**src/rtl/usb_rx_bitstream.sv**
```systemverilog
// USB receive bitstream front end: line-state and NRZI decode, bit unstuffing,
// SYNC hunt, PID capture and a saturating count of received data bits.
module usb_rx_bitstream (
    input  logic        clock,
    input  logic        reset_n,
    input  logic        dp_in,
    input  logic        dm_in,
    input  logic        rec_en,
    input  logic        clr_cnt,
    output logic        in_bit,
    output logic        bit_valid,
    output logic        sync_rec,
    output logic        se0_rec,
    output logic [2:0]  PID_rec,
    output logic [31:0] bit_count,
    output logic        rx_err
);
    typedef enum logic [1:0] {IDLE, HUNT, PID, PAYLOAD} state_t;

    localparam logic [7:0] SYNC_PATTERN = 8'h01;
    // All-ones history cannot contain the seven SYNC zeros, so a fresh hunt
    // needs eight real bits before it can match.
    localparam logic [6:0] HIST_EMPTY   = 7'h7F;

    state_t     state;
    logic       prev_j;
    logic [2:0] ones_cnt;
    logic [6:0] sync_hist;
    logic [6:0] pid_shift;
    logic [2:0] pid_cnt;

    logic       line_j;
    logic       line_se0;
    logic       line_se1;
    logic       is_jk;
    logic       raw_bit;
    logic       stuff_slot;
    logic       active;
    logic       bv_now;
    logic       err_now;
    logic       sync_hit;
    logic       eop_exit;
    logic       in_packet;
    logic [7:0] hist_next;
    logic [7:0] pid_next;

    function automatic logic [31:0] sat_inc(input logic [31:0] v);
        return (v == 32'hFFFF_FFFF) ? v : v + 32'd1;
    endfunction

    function automatic logic [2:0] pid_decode(input logic [7:0] b);
        logic [2:0] r;
        r = 3'b000;
        if (b[7:4] == ~b[3:0]) begin
            case (b[3:0])
                4'b0010: r = 3'b001;
                4'b1010: r = 3'b010;
                4'b0011: r = 3'b100;
                default: r = 3'b000;
            endcase
        end
        return r;
    endfunction

    assign line_j     = dp_in & ~dm_in;
    assign line_se0   = ~dp_in & ~dm_in;
    assign line_se1   = dp_in & dm_in;
    assign is_jk      = dp_in ^ dm_in;
    // NRZI: no transition means a 1; dp_in alone identifies J vs K here.
    assign raw_bit    = (dp_in == prev_j);
    assign stuff_slot = is_jk && (ones_cnt == 3'd6);
    assign active     = rec_en && (state != IDLE);
    assign bv_now     = active && is_jk && !stuff_slot;
    assign err_now    = active && (line_se1 || (stuff_slot && raw_bit));
    assign hist_next  = {sync_hist, raw_bit};
    assign sync_hit   = (state == HUNT) && bv_now && (hist_next == SYNC_PATTERN);
    assign eop_exit   = se0_rec && line_j;
    assign in_packet  = (state == PID) || (state == PAYLOAD);
    assign pid_next   = {raw_bit, pid_shift};

    always_ff @(posedge clock or negedge reset_n) begin
        if (!reset_n) begin
            state     <= IDLE;
            prev_j    <= 1'b1;
            ones_cnt  <= 3'd0;
            sync_hist <= 7'd0;
            pid_shift <= 7'd0;
            pid_cnt   <= 3'd0;
            in_bit    <= 1'b0;
            bit_valid <= 1'b0;
            sync_rec  <= 1'b0;
            se0_rec   <= 1'b0;
            PID_rec   <= 3'b000;
            bit_count <= 32'd0;
            rx_err    <= 1'b0;
        end else begin
            prev_j    <= is_jk ? dp_in : 1'b1;
            se0_rec   <= line_se0;
            bit_valid <= bv_now;
            in_bit    <= bv_now & raw_bit;
            rx_err    <= err_now;
            sync_rec  <= sync_hit;

            if (!active || !is_jk || stuff_slot || !raw_bit)
                ones_cnt <= 3'd0;
            else
                ones_cnt <= ones_cnt + 3'd1;

            if (clr_cnt || sync_hit)
                bit_count <= 32'd0;
            else if (bv_now && in_packet)
                bit_count <= sat_inc(bit_count);

            if (!rec_en) begin
                state     <= IDLE;
                PID_rec   <= 3'b000;
                sync_hist <= HIST_EMPTY;
            end else begin
                case (state)
                    IDLE: begin
                        state     <= HUNT;
                        PID_rec   <= 3'b000;
                        sync_hist <= HIST_EMPTY;
                    end
                    HUNT: begin
                        if (bv_now)
                            sync_hist <= hist_next[6:0];
                        if (sync_hit) begin
                            state     <= PID;
                            PID_rec   <= 3'b000;
                            pid_shift <= 7'd0;
                            pid_cnt   <= 3'd0;
                        end
                    end
                    default: begin
                        sync_hist <= HIST_EMPTY;
                        if (err_now || eop_exit) begin
                            state <= HUNT;
                        end else if ((state == PID) && bv_now) begin
                            pid_shift <= pid_next[7:1];
                            pid_cnt   <= pid_cnt + 3'd1;
                            if (pid_cnt == 3'd7) begin
                                PID_rec <= pid_decode(pid_next);
                                state   <= PAYLOAD;
                            end
                        end
                    end
                endcase
            end
        end
    end
endmodule
```
**config.mk**
```make
export PLATFORM = sky130hd
export DESIGN_NAME = usb_rx_bitstream
export DESIGN_NICKNAME = d
export VERILOG_FILES = /design/src/rtl/usb_rx_bitstream.sv
export SDC_FILE = /design/constraint.sdc
export NUM_CORES = 1
export LEC_CHECK = 0
export CAP_MARGIN = 20
export CELL_PAD_IN_SITES_DETAIL_PLACEMENT = 1
export CELL_PAD_IN_SITES_GLOBAL_PLACEMENT = 2
export CORE_AREA = 2 2 99 101
export DETAILED_ROUTE_END_ITERATION = 7
export DIE_AREA = 0 0 101 103
export PLACE_DENSITY_LB_ADDON = 0.1
export SYNTH_ARGS = -nofsm -noshare
export SYNTH_HDL_FRONTEND = slang
export SYNTH_SLANG_ARGS = --single-unit
```
**constraint.sdc**
```tcl
create_clock -name clock -period 2.7 [get_ports clock]
set_clock_uncertainty 0.15 [all_clocks]
set_input_delay 0.54 -clock clock [delete_from_list [all_inputs] [get_ports clock]]
set_output_delay 0.54 -clock clock [all_outputs]
set_load 0.1 [all_outputs]
```
==> results.json, run 1 <==
{
  "path_clk_slew_ps": 70,
  "seq_area_um2": 1620,
  "diodes": 0,
  "synth-xor-area-share_pct": 4.47,
  "syn_to_final_growth_pct": 41.7,
  "final_cell_area_um2": 4440,
  "start_util_pct": 33.1,
  "synth_simple_gate_area_share_pct": 23.1,
  "crit_slowest_cell": "clkdlybuf4s50_1",
  "ys.flop_type": "dfrtp_1",
  "cts_buffers": 9,
  "clockBufferDepth": 2,
  "drv_cap": 0,
  "drtIter0Drc": 57,
  "yosysWarnings": 0,
  "final_common_cell": "buf_4",
  "finalSetupViolations": 0,
  "power_density_nw_per_um2": 424,
  "cts_tree": "yes",
  "synth_seq_cells": 63,
  "synth_mux_area_share_pct": 1.44,
  "status": "complete, no violations",
  "cp.arrival_ps": 2750,
  "crit_type": "in2reg",
  "num-fill-cells": 1092,
  "layout_common_cells": "buf_4 (105), dfrtp_1 (46), nand2_1 (23)",
  "cp_cell_sequence": "clkdlybuf4s50_1, inv_1, ha_4, a21bo_4, buf_4, nor3_1, buf_4, nand2_2, or4_4, a21oi_2",
  "synth_edf_count": 0,
  "row_count": 36,
  "netlist_area_um2": 3130,
  "async_flop_share_pct": 100,
  "synth.yosys.seq_area_share_pct": 50.4,
  "drc": 0,
  "dp_hpwl_um": 6570,
  "clock-sinks": 63,
  "hold_class": "in2async",
  "wirelength_um": 8930,
  "final_util_pct": 46.9,
  "rsz0062_at_grt": "true",
  "finalCriticalPeriod_ps": 2630,
  "cp-end-kind": "flop",
  "r2r_cells": 6,
  "place_area_um2": 4140,
  "clk_latency_ps": 340,
  "crit_required_ps": 2820,
  "ir_drop_v": 0.000201,
  "dieArea_um2": 10400,
  "synth_cells": 311,
  "core_area_um2": 9460,
  "drive_gt1_share_pct": 38.9,
  "htreeDepth": 3,
  "hold_viol": 0,
  "syn_avg_cell_area_um2": 10.1,
  "overflow": 0,
  "final.setup.tns_ps": 0,
  "grt_pass1_vias": 2898,
  "synth_top_family_by_area": "simple AND/OR/NAND/NOR gates",
  "fp.dieH_um": 103,
  "cp-start-kind": "input pin",
  "drv_slew": 0,
  "nets": 441,
  "grt_antenna_before_repair": 0,
  "final_cell_count_no_fill": 543,
  "synthAdderAreaFrac_pct": 3.59,
  "synth_top_cell_area_share_pct": 49.5,
  "fp.dieW_um": 101,
  "synth_nets": 326,
  "grt_max_degree": 64,
  "root_buffer": "clkbuf_8",
  "synth_compound_area_share_pct": 14.9,
  "first_pass_iters": 4,
  "ioPinCount": 46,
  "gp_congestion": 0.741,
  "relSlewSlack_pct": 65.9,
  "timing.final.crit_share_pct": 97.5,
  "p_leak_nw": 1.94,
  "critPathMaxStageDelay_ps": 480,
  "multi_input_area_um2": 1580,
  "ant_nets": 0,
  "wl_per_cell_um": 16.4,
  "vias": 2872,
  "worstMarginPinSlew_ps": 506,
  "viasPerCell": 5.29,
  "yosys-top-cells-area": "dfrtp_1 (50%), ha_1 (3.6%), o21ai_0 (3.4%)",
  "crit_top_cell": "buf_4",
  "path_max_fanout": 4,
  "grt_pass1_wl_um": 14700,
  "max_freq_mhz": 380,
  "gr-usage-all-layers_pct": 18.4,
  "io_buffers": 45,
  "yosysTopAreaCell": "dfrtp_1",
  "dp.cells": 526,
  "synth_cell_types": 45
}
[worst max-delay path: cells and delay by family]
family / cells / cell delay [ps]
buffers and inverters: 4 / 860
AOI/OAI and AO/OA: 2 / 390
adders and majority gates: 1 / 270
and+or+nand+nor: 3 / 690
[state kept, by name (all words and copies together), names as in the netlist]
name,count
prev_j,1
rx_err,1
pid_cnt,3
bit_count,32
state,2
PID_rec,3
pid_shift,7
in_bit,1
sync_hist,7
se0_rec,1
sync_rec,1
ones_cnt,3
bit_valid,1
[repair_timing]
| item | 4_1_cts | 5_1_grt |
|---|---|---|
| setup endpoints to repair | 18 | 30 |
| pin swaps | 0 | 5 |
| hold buffers | 0 | 0 |
| gates resized for setup | 7 | 13 |
| buffers inserted | 0 | 3 |
[cell usage after synthesis, drive strengths merged, types with 2 or more instances]
| master | instances |
|---|---|
| nand2b | 2 |
| a21oi | 20 |
| nand4 | 12 |
| mux2 | 4 |
| o21ai | 22 |
| and3 | 3 |
| or3 | 17 |
| nor3 | 7 |
| inv | 8 |
| and2 | 4 |
| or4 | 6 |
| o211ai | 2 |
| o31ai | 5 |
| xor2 | 6 |
| xnor2 | 10 |
| ha | 9 |
| a41oi | 2 |
| nand2 | 24 |
| clkbuf | 8 |
| and4 | 6 |
| nor4 | 6 |
| nand3 | 17 |
| a22o | 9 |
| a211oi | 5 |
| nor2 | 23 |
| dfrtp | 62 |
[path summary, 6_finish.rpt]
| kind | from | endpoint | slack [ps] |
|---|---|---|---|
| worst min register to register | ones_cnt[0] | ones_cnt[0] | 310 |
| worst min-delay path | reset_n | in_bit | 50 |
| worst max-delay path | dp_in | bit_count[28] | 70 |
| min in group clock | ones_cnt[0] | ones_cnt[0] | 310 |
| worst max register to register | bit_count[15] | bit_count[31] | 130 |
| max in group asynchronous | reset_n | bit_count[5] | 2020 |
[cells by family (layout without fill, tap and decap cells)]
group,Yosys count,in the layout
simple gates,129,129
compound gates,73,73
flops,63,63
buf+inv,17,135
xor+xnor,16,16
fa+ha+maj,9,9
mux,4,4
[metrics by stage]
| step | hold WS (ps) | worst slack (ps) | total power, W |
|---|---|---|---|
| floorplan | 94.4 | -49.0 | 0.00103 |
| global placement | 303 | -436 | 0.00111 |
| detailed placement | 312 | -494 | 0.00111 |
| CTS | 68.5 | -6.66 | 0.00190 |
| global route | 77.3 | -50.7 | 0.00196 |
| finish | 47.3 | 67.0 | 0.00188 |
[cell type report]
class / count / area share [%]
tap: 114 / 3.21
sequential: 63 / 36.5
timing repair buffer: 113 / 20.0
inverter: 8 / 0.677
clock buffer: 14 / 4.12
multi-input combinational: 231 / 35.5
[power by group]
| part | internal [W] | total (W) | switching [W] | leakage, nW |
|---|---|---|---|---|
| combinational | 0.0000546 | 0.000141 | 0.0000868 | 1.04 |
| clock | 0.000425 | 0.000784 | 0.000359 | 0.0946 |
| sequential | 0.000951 | 0.000957 | 0.00000551 | 0.808 |
| total | 0.00143 | 0.00188 | 0.000452 | 1.94 |
[routing by layer]
layer  share of wire, %  track usage [%]  routed length, µm  up-vias
met1                 51             26.3               4520     1419
li1                   -                -                  -     1389
met3                3.1             2.71                275       12
met2                 44             27.8               3960       52
met4                1.9             7.90                167        0
met5                  0                0                  0        -
Note: power is estimated with default switching activity, not from simulation.
==> run 2: changes to the inputs <==
--- a/config.mk
+++ b/config.mk
@@ -11,7 +11,9 @@
 export CORE_AREA = 2 2 99 101
 export DETAILED_ROUTE_END_ITERATION = 7
 export DIE_AREA = 0 0 101 103
-export PLACE_DENSITY_LB_ADDON = 0.1
+export GPL_ROUTABILITY_DRIVEN = 0
+export GPL_TIMING_DRIVEN = 1
+export PLACE_DENSITY_LB_ADDON = 0.05
 export SYNTH_ARGS = -nofsm -noshare
 export SYNTH_HDL_FRONTEND = slang
 export SYNTH_SLANG_ARGS = --single-unit
==> run 2 against run 1 <==
- clock-buffer cell count fell by 2
- cell count is 4.8% lower
- worst setup slack gained 17 ps
- die area stayed put
- via count decreased by 3.2%
- register-to-register slack improved by 40 ps
- sequential share of layout area up 1.6 points
- wire length is essentially flat
- fmax rose by 0.66%
- clock power increased by 4.3%
==> results.json, run 2 (synthesis results as in run 1) <==
{
  "status": "complete, no violations",
  "crit_type": "in2reg",
  "largest_reg_flops": 32,
  "final_util_pct": 45.0,
  "r2r-start": "bit_count[15]",
  "syn_to_final_growth_pct": 35.7,
  "wl_per_cell_um": 17.3,
  "grt_pass1_vias": 2727,
  "worstMarginPinSlew_ps": 694,
  "ir_drop_v": 0.000167,
  "cp.arrival_ps": 2720,
  "grt_pass1_wl_um": 14200,
  "grt_antenna_before_repair": 0,
  "drive_gt1_share_pct": 34.5,
  "fp.dieH_um": 103,
  "diodes": 0,
  "r2r_slack_ps": 170,
  "finalSetupViolations": 0,
  "drtIter0Drc": 40,
  "finalCriticalPeriod_ps": 2620,
  "io_buffers": 45,
  "hold_viol": 0,
  "cp_cell_sequence": "clkdlybuf4s50_1, inv_2, ha_4, a21bo_4, buf_8, or3_4, buf_4, nor2_1, a41oi_1, nor3_1",
  "largest_register": "bit_count",
  "path_clk_slew_ps": 70,
  "crit_required_ps": 2810,
  "root_buffer": "clkbuf_8",
  "clk_latency_ps": 350,
  "grt_max_degree": 32,
  "crit_slowest_cell": "clkdlybuf4s50_1",
  "relSlewSlack_pct": 53.7,
  "whs_ps": 79.0,
  "r2r_cells": 5,
  "total_power_w": 0.00192,
  "nets": 413,
  "p_leak_nw": 1.80,
  "fp.dieW_um": 101,
  "power_density_nw_per_um2": 450,
  "core_area_um2": 9460,
  "cts_buffers": 9,
  "clock-sinks": 63,
  "cp-start-kind": "input pin",
  "timing.final.crit_share_pct": 96.9,
  "layout_common_cells": "buf_4 (77), dfrtp_1 (46), nand2_1 (24)",
  "drc": 0,
  "path_max_fanout": 8,
  "ioPinCount": 46,
  "setup_ws_ps": 84.4,
  "cts_hold_buf": 0,
  "htreeDepth": 3,
  "dp_hpwl_um": 6270,
  "vias": 2779,
  "cts_tree": "yes",
  "startpoint": "dm_in",
  "reg.largest.list": "bit_count x32, pid_shift x7, sync_hist x7",
  "wirelength_um": 8930,
  "ant_nets": 0,
  "final_common_cell": "buf_4",
  "critPathMaxStageDelay_ps": 490,
  "cp-endpoint": "bit_count[18]",
  "overflow": 0,
  "post-place-ws_ps": -458,
  "start_util_pct": 33.1,
  "viasPerCell": 5.38,
  "max_freq_mhz": 382,
  "gr-usage-all-layers_pct": 17.8,
  "first_pass_iters": 5,
  "drv_slew": 0,
  "drv_cap": 0,
  "row_count": 36,
  "reg2reg_to": "bit_count[31]",
  "cp-end-kind": "flop",
  "hold_class": "in2async",
  "dieArea_um2": 10400,
  "clockBufferDepth": 2
}
[run 2: cell count changes in the layout (fill, tap and decap cells not counted), moves of 2 or more]
cell | previous run | this run
a211oi_1 | 5 | 3
a211oi_2 | 0 | 2
a21oi_1 | 17 | 19
a21oi_2 | 3 | 1
buf_4 | 105 | 77
clkbuf_8 | 13 | 10
clkinv_2 | 0 | 3
nor4_4 | 0 | 2
or4_1 | 4 | 6
or4_4 | 2 | 0
[run 2: layout make-up]
class | instances | area (µm²)
Tap cell | 114 | 143
Inverter | 8 | 30.0
Clock inverter | 4 | 45.0
Multi-Input combinational cell | 231 | 1600
Sequential cell | 63 | 1620
Timing Repair Buffer | 85 | 672
Fill cell | 1044 | 5210
Clock buffer | 12 | 145
[run 2: critical path, delay by kind of cell]
kind,cells,cell delay (ps)
buffers and inverters,4,850
adders and majority gates,1,260
and+or+nand+nor,3,700
AOI/OAI and AO/OA,2,370
[run 2: per-layer routing]
layer  vias up  track usage (%)  part of all wire, %
met5         -                0                    0
met4         0             5.93                  1.4
met3        14             3.86                  3.1
met2        42             26.7                   45
li1       1335                -                    -
met1      1388             25.7                   51
[run 2: worst min-delay path by stage]
stage / to / slack [ps] / from / depth (start not counted)
2_1_floorplan: PID_rec[0] / 90 / reset_n / 0
6_report: in_bit / 80 / reset_n / 1
3_5_place_dp: ones_cnt[0] / 300 / ones_cnt[0] / 1
4_1_cts: in_bit / 90 / reset_n / 1
3_3_place_gp: ones_cnt[0] / 300 / ones_cnt[0] / 1
5_1_grt: in_bit / 130 / reset_n / 1
[run 2: through the flow]
step | cell area, µm² | TNS [ps] | instances
6_report | 4250 | 0 | 517
5_1_grt | 4250 | -14.9 | 517
4_1_cts | 4150 | 0 | 514
3_5_place_dp | 3920 | -18600 | 498
3_3_place_gp | 3920 | -17160 | 498
2_1_floorplan | 3180 | -49.0 | 311
[run 2: power by group]
group | leakage [nW] | switching, W | internal, W | total (W)
clock | 0.100 | 0.000371 | 0.000448 | 0.000818
combinational | 0.895 | 0.0000899 | 0.0000513 | 0.000141
sequential | 0.808 | 0.00000534 | 0.000951 | 0.000956
[run 2: repair_timing]
action | CTS | global route
gates resized for setup | 8 | 14
endpoints found under the setup margin | 41 | 19
buffers inserted | 0 | 2
pin swaps | 1 | 4
cloned | 0 | 1
